<file path="config.mk">
export PLATFORM = sky130hd
export DESIGN_NAME = serial_frame_tx_flat
export DESIGN_NICKNAME = d
export VERILOG_FILES = /design/src/rtl/serial_frame_tx_if.sv /design/src/rtl/serial_frame_tx.sv /design/src/flat_wrapper.sv
export SDC_FILE = /design/constraint.sdc
export NUM_CORES = 1
export LEC_CHECK = 0
export ABC_AREA = 1
export BUFFER_PORTS_ARGS = -buffer_cell sky130_fd_sc_hd__buf_4
export CORE_ASPECT_RATIO = 1.4
export CORE_MARGIN = 1.5
export CORE_UTILIZATION = 40
export CTS_BUF_LIST = sky130_fd_sc_hd__clkbuf_8
export DETAILED_ROUTE_END_ITERATION = 16
export PLACE_DENSITY = 0.55
export SYNTH_ARGS = -nofsm -noshare
export SYNTH_HDL_FRONTEND = slang
export SYNTH_SLANG_ARGS = --single-unit
</file>
<file path="constraint.sdc">
create_clock -name clk -period 3.2 [get_ports clk]
set_input_delay 0.48 -clock clk [delete_from_list [all_inputs] [get_ports clk]]
set_output_delay 0.48 -clock clk [all_outputs]
set_load 0.005 [all_outputs]
</file>
<file path="src/rtl/serial_frame_tx_if.sv">
// Word handshake plus serial line of the framed transmitter.
// master = upstream word source, slave = transmitter.
interface serial_frame_tx_if #(
  parameter int WIDTH = 8
);
  logic [WIDTH-1:0] data_in;
  logic             valid;
  logic             ready;
  logic             tx;
  logic             busy;

  modport master (
    output data_in,
    output valid,
    input  ready,
    input  tx,
    input  busy
  );

  modport slave (
    input  data_in,
    input  valid,
    output ready,
    output tx,
    output busy
  );
endinterface

</file>
<file path="src/rtl/serial_frame_tx.sv">
// Framed parallel-to-serial transmitter: start(0), WIDTH bits LSB-first, stop(1), DIV clocks per bit.
// tx goes low on the accept edge; ready stays low for the whole (WIDTH+2)*DIV-cycle frame.
module serial_frame_tx #(
  parameter int WIDTH = 8,
  parameter int DIV   = 4
) (
  input  logic                clk,
  input  logic                clear,
  serial_frame_tx_if.slave    bus
);

  localparam int DW = (DIV > 1) ? $clog2(DIV) : 1;
  localparam int BW = $clog2(WIDTH + 1);
  localparam logic [DW-1:0] DIV_LAST = DW'(DIV - 1);
  localparam logic [BW-1:0] BIT_LAST = BW'(WIDTH - 1);

  typedef enum logic [1:0] {IDLE, START, DATA, STOP} state_t;

  state_t           state;
  logic [WIDTH-1:0] shift;
  logic [BW-1:0]    bit_cnt;
  logic [DW-1:0]    div_cnt;
  logic             tx_q;
  logic             ready_q;
  logic             busy_q;

  logic             bit_end;
  logic [WIDTH-1:0] shift_nxt;

  // With DIV=1 the counter never leaves 0, so every cycle is a bit boundary.
  assign bit_end   = (div_cnt == DIV_LAST);
  assign shift_nxt = shift >> 1;

  always_ff @(posedge clk or negedge clear) begin
    if (!clear) begin
      state   <= IDLE;
      shift   <= '0;
      bit_cnt <= '0;
      div_cnt <= '0;
      tx_q    <= 1'b1;
      ready_q <= 1'b1;
      busy_q  <= 1'b0;
    end else begin
      case (state)
        IDLE: begin
          if (bus.valid) begin
            shift   <= bus.data_in;
            bit_cnt <= '0;
            div_cnt <= '0;
            state   <= START;
            tx_q    <= 1'b0;
            ready_q <= 1'b0;
            busy_q  <= 1'b1;
          end
        end
        START: begin
          if (bit_end) begin
            div_cnt <= '0;
            state   <= DATA;
            tx_q    <= shift[0];
          end else begin
            div_cnt <= div_cnt + 1'b1;
          end
        end
        DATA: begin
          if (bit_end) begin
            div_cnt <= '0;
            shift   <= shift_nxt;
            bit_cnt <= bit_cnt + 1'b1;
            if (bit_cnt == BIT_LAST) begin
              state <= STOP;
              tx_q  <= 1'b1;
            end else begin
              tx_q  <= shift_nxt[0];
            end
          end else begin
            div_cnt <= div_cnt + 1'b1;
          end
        end
        STOP: begin
          if (bit_end) begin
            div_cnt <= '0;
            state   <= IDLE;
            tx_q    <= 1'b1;
            ready_q <= 1'b1;
            busy_q  <= 1'b0;
          end else begin
            div_cnt <= div_cnt + 1'b1;
          end
        end
        default: state <= IDLE;
      endcase
    end
  end

  assign bus.tx    = tx_q;
  assign bus.ready = ready_q;
  assign bus.busy  = busy_q;

endmodule

</file>
<file path="src/flat_wrapper.sv">
// flat-port wrapper written by rule: the top's interface ports become plain ports
module serial_frame_tx_flat 
#(
  parameter int WIDTH = 8,
  parameter int DIV   = 4
)
  (clk, clear, bus_data_in, bus_valid, bus_ready, bus_tx, bus_busy);
  serial_frame_tx_if #(.WIDTH(WIDTH)) bus_i ();
  input  logic clk;
  input  logic clear;
  input wire logic [$bits(bus_i.data_in)-1:0] bus_data_in;
  input wire logic [$bits(bus_i.valid)-1:0] bus_valid;
  output wire logic [$bits(bus_i.ready)-1:0] bus_ready;
  output wire logic [$bits(bus_i.tx)-1:0] bus_tx;
  output wire logic [$bits(bus_i.busy)-1:0] bus_busy;
  assign bus_i.data_in = bus_data_in;
  assign bus_i.valid = bus_valid;
  assign bus_ready = bus_i.ready;
  assign bus_tx = bus_i.tx;
  assign bus_busy = bus_i.busy;
  serial_frame_tx #(.WIDTH(WIDTH), .DIV(DIV)) u_core (.clk(clk), .clear(clear), .bus(bus_i));
endmodule
</file>
==> metrics.md <==
| Metric | Value |
|---|---|
| Status | `finished, final reports clean` |
| DR vias | `865` |
| Die area | `2965 um^2` |
| Register area share after synthesis | `45.21%` |
| Static leakage | `0.6588 nW` |
| Largest net degree at the start of global routing | `20` |
| Ys Warns | `0` |
| PortBufs | `13` |
| Sequential cell area | `478.0 um^2` |
| CTS buffer count | `3` |
| Clk sinks | `19` |
| Cell variety after synth | `21` |
| Root Driver | `clkbuf_8` |
| Final setup margin | `1.354 ns` |
| Clk slew on worst S/H paths | `0.07 ns` |
| Relative slew slack | `66.85%` |
| Worst-Margin Slew | `0.4973 ns` |
| WS Path Type | `register to register` |
| Inst Count DP | `179` |
| Routed WL per cell | `10.90 um` |
| Area of the multi-input gates | `515.5 um^2` |
| Number of core rows | `21` |
| Die height | `63.83 um` |
| Die Span X | `46.45 um` |
| Min-delay worst type | `input pin to async pin` |
| CTS tree | `yes` |
| Worst Path Arrival | `1.99 ns` |
| Final WL | `1994 um` |
| Endpoints failing setup | `0` |
| Share of cells above drive strength 1 | `15.44%` |
| CTS max path bufs | `2` |
| Clock Skews | `0.001468 ns` |
| DRT Pass-1 Iters | `4` |
| ANT nets after route | `0` |
| FF+latch count, synth | `19` |
| # DRC | `0` |
| Core box area | `2444 um^2` |
| Hold Fails Final Rpt | `0` |
| Fin crit period | `1.846 ns` |
| Grt total ovfl | `0` |
| Final Cycle Share | `57.70%` |
| Initial antenna violation count | `0` |
| Syn Nets | `152` |
| # Max-Cap Violations | `0` |
| RSZ-0062 raised after global routing | `false` |
| Pre-CTS setup slack | `1.321 ns` |
| Fmax | `541.6 MHz` |
| Number of diodes | `0` |
| Post-CTS Setup Repair Bufs | `0` |
| Vias/cell | `4.727` |
| GRT Total Usage | `16.45%` |
| First-pass GRT wire length | `3601 um` |
| Mean post-synth cell area | `7.890 um^2` |
| I/O pins | `14` |
| Crit. End Element | `register` |
| Clk Latency, worst-skew pair | `0.25 ns` |
| Vias in the first global route | `827` |
| TNS Setup | `0 ns` |
| DRT iter0 DRCs | `14` |
| Min Hold Slack | `0.08625 ns` |
| Post-route core utilization | `49.92%` |
| Critical path fanouts, max | `19` |
| Resized Gates After CTS | `0` |
| Post-route insts no fill | `183` |
| Crit path launch type | `register` |
| Power Density | `917.9 nW/um^2` |
| Mapped Area | `1057 um^2` |
| Detail Placement HPWL | `1463 um` |
| Initial Util | `43.27%` |
| Area Overhead vs Synth | `15.38%` |
| H-tree Lvls | `1` |
| Filler instances | `266` |
| RePlAce Congestion | `0.7546` |
| Fin. max-slew vios | `0` |
| Maximum VDD drop | `0.4192 mV` |
| Post-cts hold buffer count | `0` |
| Register-to-Register Path Depth | `7` |
| Nets | `168` |
| Gate Count Post-Synth | `134` |
| Critical Path RT | `3.34 ns` |
[layout by cell type, fill, tap and decap left out, drive strengths merged, types with 2 or more instances in the layout]
master,synthesis,final
buf,2,13
clkbuf,0,3
dfrtp,17,17
dfstp,2,2
ha,7,7
inv,10,11
nand2,64,64
nand3,8,8
nand4,3,3
nor2,4,4
o21ai,11,11
[critical path: stages (launching register included)]
cell	delay, ns
dfrtp_1	0.42
inv_1	0.11
ha_1	0.48
nand2_1	0.20
nand3_4	0.24
inv_1	0.15
nand2_1	0.08
nand2_1	0.05
[flip-flops by register name, indices dropped and copies added (netlist names)]
signal	count
u_core.div_cnt	2
u_core.bus.tx	1
u_core.state	2
u_core.shift	8
u_core.bus.ready	1
u_core.bus.busy	1
u_core.bit_cnt	4
[routing by layer]
| metal | vias up | part of all wire [%] | GRT usage [%] |
|---|---|---|---|
| li1 | 456 | - | - |
| met1 | 385 | 44 | 21.18 |
| met2 | 19 | 50 | 25.17 |
| met3 | 5 | 3.6 | 2.825 |
| met4 | 0 | 2.1 | 8.929 |
| met5 | - | 0 | 0 |
[synth_stat cells (all sizes together)]
library cell / instances / area [um^2]
nand2: 64 / 240.2
dfrtp: 17 / 425.4
o21ai: 11 / 62.56
inv: 10 / 37.54
nand3: 8 / 52.55
ha: 7 / 87.58
nor2: 4 / 17.52
nand4: 3 / 18.77
buf: 2 / 22.52
dfstp: 2 / 52.55
a21boi: 1 / 7.510
a21oi: 1 / 5.000
clkinv: 1 / 3.750
nand3b: 1 / 7.510
o211ai: 1 / 7.510
or2: 1 / 8.760
[path summary, 6_finish.rpt]
kind / from / end / slack, ns
max in group asynchronous: clear / u_core.bus.tx$_DFFE_PN1P_ / 2.85
setup reg to reg: u_core.state[0]$_DFFE_PN0P_ / u_core.shift[5]$_DFFE_PN0P_ / 1.35
hold reg to reg: u_core.shift[6]$_DFFE_PN0P_ / u_core.shift[6]$_DFFE_PN0P_ / 0.49
min in group clk: bus_valid / u_core.div_cnt[1]$_DFFE_PN0P_ / 0.48
setup / recovery: u_core.state[0]$_DFFE_PN0P_ / u_core.shift[5]$_DFFE_PN0P_ / 1.35
hold / removal: clear / u_core.bit_cnt[3]$_DFFE_PN0P_ / 0.09
[cell type report]
cell class | instances | area share [%]
clock buffer | 3 | 3.385
clock inverter | 1 | 0.3077
inverter | 11 | 3.385
timing repair buffer | 13 | 8.000
sequential | 19 | 39.18
tap | 34 | 3.487
multi-input combinational | 102 | 42.26
[kinds of logic after synthesis]
logic type / count (synthesis) / share of synthesized area, %
flops: 19 / 45.21
fa+ha+maj: 7 / 8.284
compound gates: 14 / 7.811
simple gates: 81 / 32.66
buf+inv: 13 / 6.035
[through the flow]
stage                     total power (W)  instance area (um^2)
after global routing             0.001253                  1220
final                            0.001120                  1220
after global placement          0.0009638                  1175
after CTS                        0.001139                  1220
after floorplan                 0.0008657                  1057
after detailed placement        0.0009707                  1175
[where the power goes]
group          total (W)  switching (W)  internal (W)
clock           0.000162      0.0000771     0.0000852
sequential      0.000406      0.0000614      0.000345
combinational   0.000551       0.000352      0.000200
Power figures use the tool's default switching activity.
